==> src/rtl/tile_sequencer.sv <==
// tile_sequencer: tiling controller for a DIM x DIM systolic array computing C = A * B.
// Walks output tiles row-major, accumulates over all K tiles, drains DIM rows, clears.
//
//  state   | meaning
//  IDLE    | waiting for start
//  LOAD    | fetching DIM*DIM operand beats, holds while load_ready=0
//  COMPUTE | 3*DIM cycle wavefront through the array
//  WRITE   | draining result rows over the ready/valid port
//  CLEAR   | one-cycle accumulator clear, advance to the next output tile
//  DONE    | last tile cleared; done pulses on the following cycle
module tile_sequencer #(
    parameter int DIM    = 4,
    parameter int M_SIZE = 4,
    parameter int N_SIZE = 4,
    parameter int K_SIZE = 16,
    parameter int CNT_W  = 8,
    localparam int RW    = (DIM > 1) ? $clog2(DIM) : 1
) (
    input  logic               clk,
    input  logic               rst_n,
    input  logic               start,
    input  logic               abort,
    input  logic               load_ready,
    input  logic               wr_ready,
    output logic               busy,
    output logic               done,
    output logic               rd_en,
    output logic [DIM-1:0]     in_valid_a,
    output logic [DIM-1:0]     in_valid_b,
    output logic [2*DIM-2:0]   skew_en,
    output logic               acc_clear,
    output logic               wr_valid,
    output logic [RW-1:0]      wr_row,
    output logic [CNT_W-1:0]   tile_m,
    output logic [CNT_W-1:0]   tile_n,
    output logic [CNT_W-1:0]   tile_k
);

    localparam int MT          = (M_SIZE + DIM - 1) / DIM;
    localparam int NT          = (N_SIZE + DIM - 1) / DIM;
    localparam int KT          = (K_SIZE + DIM - 1) / DIM;
    localparam int LOAD_BEATS  = DIM * DIM;
    localparam int COMP_CYCLES = 3 * DIM;
    localparam int CW          = $clog2(LOAD_BEATS + COMP_CYCLES);

    localparam logic [CW-1:0]    LOAD_LAST = CW'(LOAD_BEATS - 1);
    localparam logic [CW-1:0]    COMP_LAST = CW'(COMP_CYCLES - 1);
    localparam logic [CNT_W-1:0] MT_LAST   = CNT_W'(MT - 1);
    localparam logic [CNT_W-1:0] NT_LAST   = CNT_W'(NT - 1);
    localparam logic [CNT_W-1:0] KT_LAST   = CNT_W'(KT - 1);
    localparam logic [RW-1:0]    ROW_LAST  = RW'(DIM - 1);

    typedef enum logic [2:0] {
        IDLE    = 3'd0,
        LOAD    = 3'd1,
        COMPUTE = 3'd2,
        WRITE   = 3'd3,
        CLEAR   = 3'd4,
        DONE    = 3'd5
    } state_t;

    state_t           state_q, state_d;
    logic [CW-1:0]    cnt_q, cnt_d;
    logic [CNT_W-1:0] tile_m_q, tile_m_d;
    logic [CNT_W-1:0] tile_n_q, tile_n_d;
    logic [CNT_W-1:0] tile_k_q, tile_k_d;
    logic [RW-1:0]    wr_row_q, wr_row_d;
    logic             busy_q, busy_d;
    logic             done_q, done_d;
    logic             acc_clear_q, acc_clear_d;
    logic             wr_valid_q, wr_valid_d;
    logic [DIM-1:0]   in_valid_q, in_valid_d;
    logic [2*DIM-2:0] skew_en_q, skew_en_d;
    logic             beat_ok;

    // cnt_q is a down-counter: remaining beats in LOAD, remaining cycles in COMPUTE
    assign beat_ok = (state_q == LOAD) && load_ready && !abort;

    always_comb begin
        state_d  = state_q;
        cnt_d    = cnt_q;
        tile_m_d = tile_m_q;
        tile_n_d = tile_n_q;
        tile_k_d = tile_k_q;
        wr_row_d = wr_row_q;
        case (state_q)
            IDLE: begin
                if (start) begin
                    state_d  = LOAD;
                    cnt_d    = LOAD_LAST;
                    tile_m_d = '0;
                    tile_n_d = '0;
                    tile_k_d = '0;
                end
            end
            LOAD: begin
                if (load_ready) begin
                    if (cnt_q == '0) begin
                        state_d = COMPUTE;
                        cnt_d   = COMP_LAST;
                    end else begin
                        cnt_d = cnt_q - CW'(1);
                    end
                end
            end
            COMPUTE: begin
                if (cnt_q == '0) begin
                    if (tile_k_q < KT_LAST) begin
                        tile_k_d = tile_k_q + CNT_W'(1);
                        state_d  = LOAD;
                        cnt_d    = LOAD_LAST;
                    end else begin
                        tile_k_d = '0;
                        state_d  = WRITE;
                        wr_row_d = '0;
                    end
                end else begin
                    cnt_d = cnt_q - CW'(1);
                end
            end
            WRITE: begin
                if (wr_ready) begin
                    if (wr_row_q == ROW_LAST) begin
                        state_d  = CLEAR;
                        wr_row_d = '0;
                    end else begin
                        wr_row_d = wr_row_q + RW'(1);
                    end
                end
            end
            CLEAR: begin
                if ((tile_m_q == MT_LAST) && (tile_n_q == NT_LAST)) begin
                    state_d  = DONE;
                    tile_m_d = '0;
                    tile_n_d = '0;
                end else begin
                    state_d = LOAD;
                    cnt_d   = LOAD_LAST;
                    if (tile_n_q == NT_LAST) begin
                        tile_n_d = '0;
                        tile_m_d = tile_m_q + CNT_W'(1);
                    end else begin
                        tile_n_d = tile_n_q + CNT_W'(1);
                    end
                end
            end
            DONE: begin
                state_d  = IDLE;
                tile_m_d = '0;
                tile_n_d = '0;
                tile_k_d = '0;
            end
            default: state_d = IDLE;
        endcase

        if (abort) begin
            state_d  = IDLE;
            cnt_d    = '0;
            tile_m_d = '0;
            tile_n_d = '0;
            tile_k_d = '0;
            wr_row_d = '0;
        end
    end

    // Outputs are registered from the next state so they line up with state_q.
    // The last LOAD beat's enable lands in the first COMPUTE cycle; both apply.
    always_comb begin
        int beat;
        int c_next;
        busy_d      = (state_d != IDLE);
        done_d      = (state_q == DONE) && !abort;
        acc_clear_d = (state_d == CLEAR) || abort;
        wr_valid_d  = (state_d == WRITE);
        in_valid_d  = '0;
        skew_en_d   = '0;
        beat        = LOAD_BEATS - 1 - int'(cnt_q);
        c_next      = COMP_CYCLES - 1 - int'(cnt_d);
        if (beat_ok) begin
            for (int r = 0; r < DIM; r++) begin
                if ((beat / DIM) == r) in_valid_d[DIM-1-r] = 1'b1;
            end
        end
        if (state_d == COMPUTE) begin
            for (int i = 0; i < DIM; i++) begin
                if (c_next >= i) in_valid_d[DIM-1-i] = 1'b1;
            end
            for (int j = 0; j < 2*DIM-1; j++) begin
                skew_en_d[j] = (c_next >= j + 1) && (c_next <= DIM + j);
            end
        end
    end

    always_ff @(posedge clk or negedge rst_n) begin
        if (!rst_n) begin
            state_q     <= IDLE;
            cnt_q       <= '0;
            tile_m_q    <= '0;
            tile_n_q    <= '0;
            tile_k_q    <= '0;
            wr_row_q    <= '0;
            busy_q      <= 1'b0;
            done_q      <= 1'b0;
            acc_clear_q <= 1'b0;
            wr_valid_q  <= 1'b0;
            in_valid_q  <= '0;
            skew_en_q   <= '0;
        end else begin
            state_q     <= state_d;
            cnt_q       <= cnt_d;
            tile_m_q    <= tile_m_d;
            tile_n_q    <= tile_n_d;
            tile_k_q    <= tile_k_d;
            wr_row_q    <= wr_row_d;
            busy_q      <= busy_d;
            done_q      <= done_d;
            acc_clear_q <= acc_clear_d;
            wr_valid_q  <= wr_valid_d;
            in_valid_q  <= in_valid_d;
            skew_en_q   <= skew_en_d;
        end
    end

    // rd_en is the LOAD qualifier gated by load_ready so a stalled beat is never consumed
    assign rd_en      = beat_ok;
    assign busy       = busy_q;
    assign done       = done_q;
    assign in_valid_a = in_valid_q;
    assign in_valid_b = in_valid_q;
    assign skew_en    = skew_en_q;
    assign acc_clear  = acc_clear_q;
    assign wr_valid   = wr_valid_q;
    assign wr_row     = wr_row_q;
    assign tile_m     = tile_m_q;
    assign tile_n     = tile_n_q;
    assign tile_k     = tile_k_q;

endmodule

==> config.mk <==
export PLATFORM = sky130hd
export DESIGN_NAME = tile_sequencer
export DESIGN_NICKNAME = d
export VERILOG_FILES = /design/src/rtl/tile_sequencer.sv
export SDC_FILE = /design/constraint.sdc
export NUM_CORES = 1
export LEC_CHECK = 0
export CORE_ASPECT_RATIO = 0.75
export CORE_UTILIZATION = 48
export CTS_CLUSTER_SIZE = 16
export DETAILED_ROUTE_END_ITERATION = 10
export GPL_TIMING_DRIVEN = 0
export PLACE_DENSITY = 0.76
export SETUP_SLACK_MARGIN = 0.4
export SYNTH_ARGS = -nofsm -noshare
export SYNTH_HDL_FRONTEND = slang
export SYNTH_SLANG_ARGS = --single-unit
==> constraint.sdc <==
create_clock -name clk -period 3.3 [get_ports clk]
set_input_delay 0.495 -clock clk [delete_from_list [all_inputs] [get_ports clk]]
set_output_delay 0.495 -clock clk [all_outputs]
set_load 0.03 [all_outputs]
==> impl_metrics.json <==
{
  "htree_levels": 2,
  "n_antenna_cell": 0,
  "cts_tree": "built",
  "internal_power_uw": 981,
  "worstSkewPairLatency_ps": 310,
  "fin_crit_sh": 0.991,
  "min_period_ps": 3270,
  "ys.flop_type": "dfrtp_1",
  "die_w_um": 94.5,
  "clkPwrFrac": 0.236,
  "whs_ps": 185,
  "core_mm2": 0.00601,
  "maxCapViolCount": 0,
  "cpMostUsedCell": "ha_4",
  "synth_seq_cells": 49,
  "tightest_slew_ps": 813,
  "overflow": 0,
  "slew_violations": 0,
  "antenna_found_initial": 0,
  "cts_buffers": 5,
  "drive_gt1_frac": 0.204,
  "grt_pass1_wl_um": 13100,
  "combPwrFrac": 0.341,
  "p_per_area_mw_per_mm2": 361,
  "layout_setup_ws_ps": 30.4,
  "vias": 2898,
  "synth_fp_nets": 370,
  "synth_top_area_frac": 0.398,
  "worst-endpoint-arrival_ps": 3500,
  "pre_cts_ws_ps": -272,
  "ir_worst_vdd_v": 0.000223,
  "fillers": 473,
  "synth_top_cell_by_area": "dfrtp_1",
  "cts_root_buffer": "clkbuf_8",
  "skew_ps": 6.57,
  "route.detailed.drc": 0,
  "wl_per_cell_um": 16.1,
  "power.leakage_uw": 0.00174,
  "critical_path_required_ps": 3530,
  "cts.sinks": 49,
  "power.switching_uw": 514,
  "synth_area_leaders": "dfrtp_1, ha_1, nand2_1",
  "min_path_type": "in2async",
  "crit_path_top_delay_cell": "or4_4",
  "gp_congestion": 0.917,
  "portBuffers": 50,
  "cts_buffer_depth": 2,
  "grt_pass1_vias": 2681,
  "ys_seq_area_frac": 0.398,
  "crit_path_start_kind": "register",
  "ios": 52,
  "rsz0062_at_grt": "true",
  "area_delta_synth_final_pct": 34.3,
  "syn_inst": 346,
  "ant_nets": 0,
  "initial_core_util": 0.513,
  "grt_max_degree": 26,
  "track_usage": 0.248,
  "fmax_mhz": 306,
  "final-hold-violation-count": 0,
  "crit_fanout": 4,
  "setup_viol": 0,
  "drt_first_pass_iters": 5,
  "vias_per_cell": 5.80,
  "path_cells": "inv_2 > ha_4 > or4b_4 > buf_6 > a21oi_4 > o21ai_2 > a221oi_2 > or2_4 > clkinvlp_4 > ha_4 > buf_4 > or4_4 > a21oi_2",
  "final_nets": 445,
  "relSlewSlack": 0.454,
  "synthArstFlopShare": 1.00,
  "syn_area_mm2": 0.00308,
  "synth_area_per_cell_um2": 8.90,
  "max_stage_delay_ps": 510,
  "cts.clk_slew.worst_paths_ps": 90,
  "crit_type": "reg2reg",
  "synth_cell_types": 63,
  "placementRows": 24,
  "die_area_mm2": 0.00674,
  "end_kind": "register",
  "detailed_place_hpwl_um": 5340,
  "die-height_um": 71.4,
  "synth_edf_count": 0,
  "status": "finished clean",
  "seq_power_share": 0.423,
  "routed_wl_um": 8050,
  "p_sw_frac": 0.344,
  "drtIter0Drc": 282,
  "yosysWarnings": 0
}
==> per-stage QoR <==
stage | total power (µW) | std cells | instance area [µm²] | setup TNS (ps) | util
floorplan | 912 | 346 | 3100 | 0 | -
global placement | 1000 | 474 | 3700 | -905 | 0.616
detailed placement | 1020 | 475 | 3720 | -1070 | 0.619
CTS | 1440 | 500 | 4030 | 0 | 0.671
global route | 1570 | 500 | 4130 | -74.7 | 0.688
finish | 1490 | 500 | 4130 | 0 | 0.688
==> cell type report <==
cell class                 count  area (µm²)  share of cell area
clock buffer                   6        72.6              0.0176
inverter                      21        82.6              0.0200
sequential                    49        1230               0.297
timing repair buffer          68         662               0.160
tap                           78        97.6              0.0236
buffer                        13        81.3              0.0197
multi-input combinational    263        1900               0.459
clock inverter                 2        10.0             0.00242
==> registers in the layout (all words and copies together) (netlist names) <==
signal      flops
acc_clear       1
state_q         3
busy            1
wr_valid        1
tile_n          8
tile_k          8
wr_row          2
tile_m          8
skew_en         7
in_valid_a      4
cnt_q           5
done            1
==> power groups by stage <==
stage	Sequential [µW]	Combinational (µW)	Clock (µW)
detailed placement	646	369	0
global route	634	550	387
floorplan	655	257	0
finish	631	510	353
global placement	646	359	0
CTS	631	447	360
==> worst paths after layout <==
kind / from / end / slack (ps) / cells after the start
worst max-delay path: cnt_q[0] / skew_en[6] / 30 / 13
worst min-delay path: rst_n / state_q[2] / 180 / 1
worst max register to register: cnt_q[0] / skew_en[6] / 30 / 13
worst min register to register: tile_n[0] / tile_n[0] / 540 / 1
max in group asynchronous: rst_n / in_valid_a[3] / 2580 / 2
min in group clk: tile_n[0] / tile_n[0] / 540 / 1
==> per-layer routing <==
layer | GRT usage | part of all wire | wire length, µm | vias up
met5 | 0 | 0 | 0 | -
met4 | 0.0539 | 0.013 | 107 | 0
met3 | 0.0520 | 0.063 | 507 | 17
met2 | 0.386 | 0.47 | 3750 | 111
met1 | 0.357 | 0.46 | 3680 | 1384
li1 | - | - | - | 1386
==> worst max-delay path: cells and delay by family, from the launching register on <==
kind                       cells  cell delay (ps)
AOI/OAI and AO/OA              4              740
adders and majority gates      2              330
buffers and inverters          4              500
DFF                            1              440
and+or+nand+nor                3             1170
==> synthesized netlist by cell type (3+ instances only) <==
master    instances
dfrtp_1          49
nand2_1          39
nor2_1           35
o21ai_0          22
ha_1             18
inv_1            17
a21oi_1          14
nand3_1          11
nor3_1           10
nand2b_1          8
o21ai_1           8
and3_1            7
clkbuf_1          7
a31oi_1           6
and2_1            6
nor3b_1           5
o31ai_1           5
buf_4             4
inv_2             4
nand4_1           4
nor2b_1           4
xnor2_1           4
a21o_1            3
a22oi_1           3
nor4_1            3
nor4b_1           3
o211ai_1          3
==> cell families (layout without fill, tap and decap cells) <==
kind of cell,count (synthesis),after routing,share of synthesized area
buf+inv,34,110,0.0512
xor+xnor,6,6,0.0171
simple gates,151,151,0.261
mux,2,2,0.00691
flops,49,49,0.398
fa+ha+maj,18,18,0.0732
compound gates,86,86,0.193
==> cell usage in the layout (no fill, tap or decap), types with 3 or more instances in the layout <==
cell type        count
clkdlybuf4s50_1     49
dfrtp_1             47
nand2_1             39
nor2_1              32
o21ai_0             21
buf_4               18
inv_1               13
a21oi_1             12
ha_1                12
nand3_1             11
nor3_1              10
o21ai_1              8
inv_2                7
and3_1               7
clkbuf_1             6
and2_1               6
nand2b_1             6
buf_6                5
o31ai_1              5
a31oi_1              5
ha_4                 5
clkbuf_8             5
nor4_2               4
xnor2_1              4
nor3b_1              4
nand4_1              4
nor2b_1              4
a21o_1               3
a22oi_1              3
o211ai_1             3
nor2_2               3
==> what timing repair did <==
| action | 4_1_cts | 5_1_grt |
|---|---|---|
| buffers inserted | 17 | 0 |
| hold buffers | 0 | 0 |
| setup endpoints to repair | 10 | 11 |
| pin swaps | 14 | 11 |
| resized for setup | 22 | 25 |
Power figures use the tool's default switching activity.
